File: src/rtl/axi_ram_copy_ctrl.sv
// AXI4 master that copies len+1 beats from src_addr to dst_addr through one AXI RAM,
// moving the data in alternating read/write bursts of up to BUF_DEPTH beats.
module axi_ram_copy_ctrl #(
  parameter int unsigned DATA_WIDTH = 32,
  parameter int unsigned ADDR_WIDTH = 32,
  parameter int unsigned STRB_WIDTH = DATA_WIDTH / 8,
  parameter int unsigned BUF_DEPTH  = 16
) (
  input  logic                  clk,
  input  logic                  rst,
  input  logic                  start,
  input  logic [ADDR_WIDTH-1:0] src_addr,
  input  logic [ADDR_WIDTH-1:0] dst_addr,
  input  logic [7:0]            len,
  output logic                  busy,
  output logic                  done,
  output logic                  error,
  output logic [ADDR_WIDTH-1:0] m_axi_araddr,
  output logic [7:0]            m_axi_arlen,
  output logic                  m_axi_arvalid,
  input  logic                  m_axi_arready,
  input  logic [DATA_WIDTH-1:0] m_axi_rdata,
  input  logic [1:0]            m_axi_rresp,
  input  logic                  m_axi_rlast,
  input  logic                  m_axi_rvalid,
  output logic                  m_axi_rready,
  output logic [ADDR_WIDTH-1:0] m_axi_awaddr,
  output logic [7:0]            m_axi_awlen,
  output logic                  m_axi_awvalid,
  input  logic                  m_axi_awready,
  output logic [DATA_WIDTH-1:0] m_axi_wdata,
  output logic                  m_axi_wlast,
  output logic                  m_axi_wvalid,
  input  logic                  m_axi_wready,
  input  logic [1:0]            m_axi_bresp,
  input  logic                  m_axi_bvalid,
  output logic                  m_axi_bready
);

  localparam int unsigned IDX_W   = (BUF_DEPTH > 1) ? $clog2(BUF_DEPTH) : 1;
  localparam logic [7:0]  MAX_LEN = 8'(BUF_DEPTH - 1);
  localparam logic [8:0]  DEPTH9  = 9'(BUF_DEPTH);

  typedef enum logic [2:0] {
    IDLE    = 3'd0,
    RD_ADDR = 3'd1,
    RD_DATA = 3'd2,
    WR_ADDR = 3'd3,
    WR_DATA = 3'd4,
    WR_RESP = 3'd5
  } state_t;

  state_t state, state_n;

  logic [ADDR_WIDTH-1:0] cur_src, cur_dst;
  logic [8:0]            remaining;
  logic [7:0]            burst_len;
  logic [7:0]            idx;
  logic [DATA_WIDTH-1:0] chunk_buf [BUF_DEPTH];

  logic                  ar_hs, r_hs, aw_hs, w_hs, b_hs;
  logic [8:0]            chunk9, rem_left;
  logic [ADDR_WIDTH-1:0] step;

  assign ar_hs = m_axi_arvalid & m_axi_arready;
  assign r_hs  = m_axi_rvalid  & m_axi_rready;
  assign aw_hs = m_axi_awvalid & m_axi_awready;
  assign w_hs  = m_axi_wvalid  & m_axi_wready;
  assign b_hs  = m_axi_bvalid  & m_axi_bready;

  assign chunk9   = {1'b0, burst_len} + 9'd1;
  assign rem_left = remaining - chunk9;
  assign step     = ADDR_WIDTH'(chunk9) * ADDR_WIDTH'(STRB_WIDTH);

  assign m_axi_araddr = cur_src;
  assign m_axi_awaddr = cur_dst;
  assign m_axi_arlen  = burst_len;
  assign m_axi_awlen  = burst_len;

  always_ff @(posedge clk or posedge rst) begin
    if (rst) state <= IDLE;
    else     state <= state_n;
  end

  always_comb begin
    state_n = state;
    case (state)
      IDLE:    if (start)                state_n = RD_ADDR;
      RD_ADDR: if (ar_hs)                state_n = RD_DATA;
      RD_DATA: if (r_hs && m_axi_rlast)  state_n = WR_ADDR;
      WR_ADDR: if (aw_hs)                state_n = WR_DATA;
      WR_DATA: if (w_hs && m_axi_wlast)  state_n = WR_RESP;
      WR_RESP: if (b_hs)                 state_n = (rem_left == 9'd0) ? IDLE : RD_ADDR;
      default:                           state_n = IDLE;
    endcase
  end

  // Channel valids/readies are registered decodes of the next state.
  always_ff @(posedge clk or posedge rst) begin
    if (rst) begin
      m_axi_arvalid <= 1'b0;
      m_axi_rready  <= 1'b0;
      m_axi_awvalid <= 1'b0;
      m_axi_wvalid  <= 1'b0;
      m_axi_bready  <= 1'b0;
      busy          <= 1'b0;
      done          <= 1'b0;
      error         <= 1'b0;
      cur_src       <= '0;
      cur_dst       <= '0;
      remaining     <= 9'd0;
      burst_len     <= 8'd0;
      idx           <= 8'd0;
      m_axi_wdata   <= '0;
      m_axi_wlast   <= 1'b0;
    end else begin
      m_axi_arvalid <= (state_n == RD_ADDR);
      m_axi_rready  <= (state_n == RD_DATA);
      m_axi_awvalid <= (state_n == WR_ADDR);
      m_axi_wvalid  <= (state_n == WR_DATA);
      m_axi_bready  <= (state_n == WR_RESP);
      busy          <= (state_n != IDLE);
      done          <= 1'b0;
      case (state)
        IDLE: begin
          if (start) begin
            cur_src   <= src_addr;
            cur_dst   <= dst_addr;
            remaining <= {1'b0, len} + 9'd1;
            burst_len <= (len >= MAX_LEN) ? MAX_LEN : len;
            idx       <= 8'd0;
            error     <= 1'b0;
          end
        end
        RD_DATA: begin
          if (r_hs) begin
            idx <= idx + 8'd1;
            if (m_axi_rresp != 2'b00) error <= 1'b1;
            if (m_axi_rlast) begin
              idx <= 8'd0;
              if (idx != burst_len) error <= 1'b1;
            end
          end
        end
        WR_ADDR: begin
          if (aw_hs) begin
            m_axi_wdata <= chunk_buf[0];
            m_axi_wlast <= (burst_len == 8'd0);
          end
        end
        WR_DATA: begin
          // Present the following beat only once the current one is taken.
          if (w_hs) begin
            if (m_axi_wlast) begin
              idx         <= 8'd0;
              m_axi_wlast <= 1'b0;
            end else begin
              idx         <= idx + 8'd1;
              m_axi_wdata <= chunk_buf[IDX_W'(idx + 8'd1)];
              m_axi_wlast <= ((idx + 8'd1) == burst_len);
            end
          end
        end
        WR_RESP: begin
          if (b_hs) begin
            if (m_axi_bresp != 2'b00) error <= 1'b1;
            remaining <= rem_left;
            if (rem_left == 9'd0) begin
              done <= 1'b1;
            end else begin
              cur_src   <= cur_src + step;
              cur_dst   <= cur_dst + step;
              burst_len <= (rem_left >= DEPTH9) ? MAX_LEN : 8'(rem_left - 9'd1);
            end
          end
        end
        default: ;
      endcase
    end
  end

  // Chunk buffer: plain storage, contents are don't-care until written.
  always_ff @(posedge clk) begin
    if (state == RD_DATA && r_hs) chunk_buf[IDX_W'(idx)] <= m_axi_rdata;
  end

endmodule

File: config.mk
export PLATFORM = sky130hd
export DESIGN_NAME = axi_ram_copy_ctrl
export DESIGN_NICKNAME = d
export VERILOG_FILES = /design/src/rtl/axi_ram_copy_ctrl.sv
export SDC_FILE = /design/constraint.sdc
export NUM_CORES = 1
export LEC_CHECK = 0
export BUFFER_PORTS_ARGS = -buffer_cell sky130_fd_sc_hd__buf_2
export CORE_UTILIZATION = 55
export CTS_CLUSTER_DIAMETER = 100
export DETAILED_ROUTE_END_ITERATION = 6
export PLACE_DENSITY = 0.74
export SLEW_MARGIN = 20
export SYNTH_ARGS = -nofsm -noshare
export SYNTH_HDL_FRONTEND = slang
export SYNTH_SLANG_ARGS = --single-unit
export TNS_END_PERCENT = 20
File: constraint.sdc
create_clock -name clk -period 13.1 [get_ports clk]
set_input_delay 1.965 -clock clk [delete_from_list [all_inputs] [get_ports clk]]
set_output_delay 1.965 -clock clk [all_outputs]
set_load 0.03 [all_outputs]
Word-level counts from Yosys, hierarchy flattened. Memory sizes are Yosys's and may differ from the RTL's. Cells that the tools add are included.

Bits in registers: 133. Memory bits (writable): 512. Output and inout port bits: 121. Memories kept: 1.

Memory list: chunk_buf (words 16, bits a word 32, read ports 2, clocked after memory_dff 0, wr ports 1, RTL line 59) `logic [DATA_WIDTH-1:0] chunk_buf [BUF_DEPTH];`.

$lt $le $gt $ge: 2. Add/sub/neg operators: 7. Reductions and logical operators: 19. Multiplexer cells: 52. Bitwise operators: 5. Eq/ne operators: 20.

Operators with widths (count): $mux 32 (9); $pmux 32 s2 (3); $mux 8 (10); $add 32x11->32 (2); $pmux 8 s3 (1); $add 8x1->9 const B (2); $mux 3 (6); $mux 9 (2); $pmux 3 s6 (1); $pmux 9 s2 (1); $mux 1 (16); $ne 2x2->1 const B (8); $pmux 8 s2 (1); $eq 3x2->1 const B (4); $eq 3x3->1 const B (4); $reduce_and 4->1 (3); $ge 9x5->1 const B (1); $logic_not 9->1 (1); $reduce_bool 3->1 (3); $sub 9x9->9 (1); $add 8x1->8 const B (1); $eq 8x8->1 (1); $ge 8x4->1 const B (1); $logic_not 8->1 (1); 11 further kinds (22).

Depth between registers and ports, before layout.
Depth after elaboration: 7. Gate-level depth with buffers: 15. Mapped depth without buffers: 13.

Least setup slack after synthesis. OpenSTA, ideal clock, no wires.

Kind: in2reg. From: input m_axi_rvalid. To: memory chunk_buf[2][0] (enable). Data arrival time: 4705 ps. Stages: 4. Setup slack: 7934 ps. Data required time: 12639 ps. Cells stage by stage: nand3_1 -> nor3_1 -> nand2_1 -> nor3_1.

Longest elaborated chain between the ends: 4.

Ends and longest elaborated chain: from (decl) (RTL line 25) `input logic m_axi_rvalid,`; $and 1x1->1 (RTL line 66) `assign r_hs = m_axi_rvalid & m_axi_rready;`; $logic_and 1x1->1 (RTL line 184) `if (state == RD_DATA && r_hs) chunk_buf[IDX_W'(idx)] <= m_axi_rdata;`; $mux 1 (RTL line 184); $mux 1 (implied by the code) (RTL line 184); to (decl) (RTL line 59).

Every way passes these cells.

Worst setup path after layout.
From: register burst_len[1], in the netlist m_axi_arlen[1]. To: register cur_dst[14], in the netlist m_axi_awaddr[14].

Longest elaborated chain between the ends: 5. Elaborated cells between the ends (all ways): 9.

Ends and longest elaborated chain: from (decl) (RTL line 57) `logic [7:0] burst_len;`; from (signal assigned) (RTL line 130) `burst_len <= (len >= MAX_LEN) ? MAX_LEN : len;`; from (signal assigned) (RTL line 173) `burst_len <= (rem_left >= DEPTH9) ? MAX_LEN : 8'(rem_left - 9'd1);`; $add 8x1->9 * (RTL line 71) `assign chunk9 = {1'b0, burst_len} + 9'd1;`; $add 32x11->32 or $sub 9x9->9 (tied branches) (RTL line 172, 72); $mux 32 or $logic_not 9->1 (tied branches) (RTL line 168) `if (rem_left == 9'd0) begin`; $mux 32 or $ne 2x2->1 (tied branches); $pmux 32 s2 or $reduce_and 4->1 (tied branches); to (signal assigned) (RTL line 128) `cur_dst <= dst_addr;`; to (signal assigned) (RTL line 172) `cur_dst <= cur_dst + step;`; to (decl) (RTL line 55) `logic [ADDR_WIDTH-1:0] cur_src, cur_dst;`.

Mark *: on every way between the ends. The rest lies on a longest branch, timed or not. The select of a mux whose other input is x is not followed. A chain may end at the register's enable or synchronous reset.

==> out/results.tsv <==
metric	value	unit
status	finished, final reports clean	
# setup viols final	0	
Top Ports	238	
Clock Pin Slew Worst Setup and Hold Paths	0.06	ns
Async S/R FF share, synth	0.206	
element type at the critical path end	register	
Worst Tran Pin Value	1.20	ns
Synth Cell Area	28200	sq um
Final period util	0.377	
Skew-Pair Late Insertion Delay	0.60	ns
Synth top area share	0.545	
pin count of the biggest net entering global routing	92	
gr ovfl total	0	
slowest CP cell	o21ai_4	
Seq cells post-synth	645	
Core ar.	50400	sq um
synth top area cells	edfxtp_1 55%, mux4_2 13%, dfrtp_1 12%, nand2_1 1.7%, o21ai_0 1.6%	
Worst EP required	13.52	ns
Max VDD drop	0.155	mV
antenna-violating nets left	0	
setup TNS	0	ns
Worst path max stage delay	1.05	ns
Die H	228	um
Num CTS Buffers	67	
Largest delay share family, worst path	compound AO/OA/AOI/OAI gates	
Std-Cell Rows	82	
RR Endpoint	m_axi_awaddr[14]$_DFFE_PP0P_	
placed cell count	2589	
Seq/Total Area, Yosys	0.664	
WP data arrival	5.36	ns
Via density	6.36	
maximum clock rate	203	MHz
clock sinks	645	
Distinct cells, synth	74	
HP Class	reg -> reg	
worst setup path start	m_axi_arlen[1]$_DFFE_PP0P_	
syn nets	1905	
router iterations before antenna repair	5	
Residual DRC	0	
fin nets	2145	
Critical Path, Cell by Cell	ha_1, nand3_4, nor2_2, xor2_1, inv_1, ha_1, o21ai_1, a21boi_1, a2bb2oi_1, xor3_1, nand4_1, o21ai_4, o21ai_0	
hpwl dp	42.5	mm
Lkg Pwr	11.4	nW
First DRT Iteration DRCs	1556	
first-pass GRT wire length	106	mm
max_cap viols	0	
post-layout min period	4.94	ns
layout cell share with drive strength beyond 1	0.283	
diode count	0	
Routability Congestion	0.941	
stages on the worst setup path	13	
final hold vios	0	
WHS Path Cells	2	
max_slew headroom	0.189	
Final WS setup	8.16	ns
startpoint types	register	
Synth warnings	0	
clock skew	0.0233	ns
total wire length	70.0	mm
drt wl/cell	25.8	um
die width	228	um
kind of critical path	reg -> reg	
Total GRT Usage	0.272	
Max Slew Vio Count	0	
Worst Path Buf+Inv	1	
Syn Area/Cell	16.1	sq um
vias in the first global route	17400	
number of flops mapped to enable cells by yosys	512	
cell mode on critical path	ha_1	
FF-to-FF Start	m_axi_arlen[1]$_DFFE_PP0P_	
crit path to	m_axi_awaddr[14]$_DFFE_PP0P_	
top_reg_cell synth	edfxtp_1	
initial core utilization	0.560	
Non-Filler Instances	2713	
# Post-CTS Setup Buffers	0	
RSZ-0062 raised after global routing	no	
pwr/cell area	204	nW/um^2
initial antenna violation count	3	
clock root cell	clkbuf_16	
Post-Syn Instances	1750	
# hold bufs at CTS	0	
clock buffer depth	3	
Die Area	52200	sq um
worst-path maximum fanout	36	
worst reg-to-reg path cell count	13	
pre-CTS setup slack	8.26	ns
H-Tree Depth	3	
post-cts sizing count	0	
Synth area leader	edfxtp_1	
CTS tree	built	
Area growth syn-to-layout	15.5	%
routed vias	17300	
R2R Setup Slk	8.16	ns
PortBufs	237	
==> worst min-delay path: cells and delay by family, from the launching register on <==
family | cells | cell delay [ns]
and+or+nand+nor | 2 | 0.10
DFF | 1 | 0.33
==> placed cells by master (no fill, tap or decap), types with 36 or more instances in the layout <==
master	netlist	final
clkbuf_16	0	70
o21ai_0	90	90
nor2_1	96	82
edfxtp_1	512	512
dfrtp_1	133	132
a31oi_1	36	36
nand2_1	130	129
buf_2	18	237
a21oi_1	45	45
mux4_2	160	160
==> routing by layer <==
layer	GRT usage	vias up	part of all wire
met1	0.358	8819	0.40
li1	-	7443	-
met5	0	-	0.00044
met4	0.0912	6	0.030
met2	0.451	851	0.49
met3	0.0623	144	0.077
==> sequential cells by signal, indices dropped and copies added (netlist names), 3 cells and up <==
register	flops
m_axi_arlen	8
m_axi_wdata	32
m_axi_awaddr	32
chunk_buf	512
idx	8
remaining	9
state	3
m_axi_araddr	32
==> worst min path at each step <==
stage	from	end	slack, ns
6_report	m_axi_awaddr[0]$_DFFE_PP0P_	m_axi_awaddr[0]$_DFFE_PP0P_	0.46
5_1_grt	m_axi_awaddr[0]$_DFFE_PP0P_	m_axi_awaddr[0]$_DFFE_PP0P_	0.51
4_1_cts	m_axi_awaddr[0]$_DFFE_PP0P_	m_axi_awaddr[0]$_DFFE_PP0P_	0.47
3_5_place_dp	m_axi_awaddr[0]$_DFFE_PP0P_	m_axi_awaddr[0]$_DFFE_PP0P_	0.46
3_3_place_gp	m_axi_awaddr[0]$_DFFE_PP0P_	m_axi_awaddr[0]$_DFFE_PP0P_	0.45
2_1_floorplan	remaining[2]$_DFFE_PP0P_	remaining[2]$_DFFE_PP0P_	0.46
==> Yosys cell counts, types with 7 or more instances <==
library cell	count
nand3_1	28
a21oi_1	45
o21ai_0	90
nor2_1	96
dfrtp_1	133
o31ai_1	9
a21o_1	10
buf_2	18
mux2_1	9
nand2b_1	10
edfxtp_1	512
nor4_1	8
o32a_1	23
o22ai_1	10
xnor2_1	26
mux2_2	12
a31oi_1	36
or3_1	7
mux2i_1	34
buf_1	7
clkbuf_1	59
ha_1	35
nand2_1	130
a211oi_1	15
a2bb2oi_1	8
buf_4	8
and2_1	9
mux4_2	160
buf_6	11
nor3_1	31
and3_1	16
xor2_1	20
inv_1	30
==> layout make-up <==
class	count	area, sq um
Clock buffer	99	1970
Clock inverter	21	166
Fill cell	3474	17800
Inverter	30	118
Multi-Input combinational cell	972	9040
Sequential cell	645	18700
Tap cell	672	841
Timing Repair Buffer	274	1720
==> power breakdown <==
| group | switching (mW) | internal, mW | leakage (nW) |
|---|---|---|---|
| sequential | 0.240 | 2.39 | 6.21 |
| clock | 0.779 | 1.07 | 1.05 |
| combinational | 1.25 | 0.909 | 4.17 |
| total | 2.27 | 4.37 | 11.4 |
==> cell families after synthesis <==
group	after synthesis	synth area share
AND/OR/NAND/NOR	365	0.0601
multiplexers	215	0.148
adder cells (fa/ha/maj)	38	0.0177
XOR/XNOR	47	0.0151
AO/OA/AOI/OAI	307	0.0727
buffers and inverters	133	0.0225
flip-flops	645	0.664
==> per-stage QoR <==
stage                util  cell area (sq um)  power [mW]  hold slack, ns
floorplan               -              28200        4.22           0.456
global placement    0.597              30100        4.79           0.447
detailed placement  0.602              30300        4.83           0.455
CTS                 0.644              32400        6.67           0.468
global route        0.646              32600        6.93           0.511
finish              0.646              32600        6.64           0.463
Power figures use the tool's default switching activity.
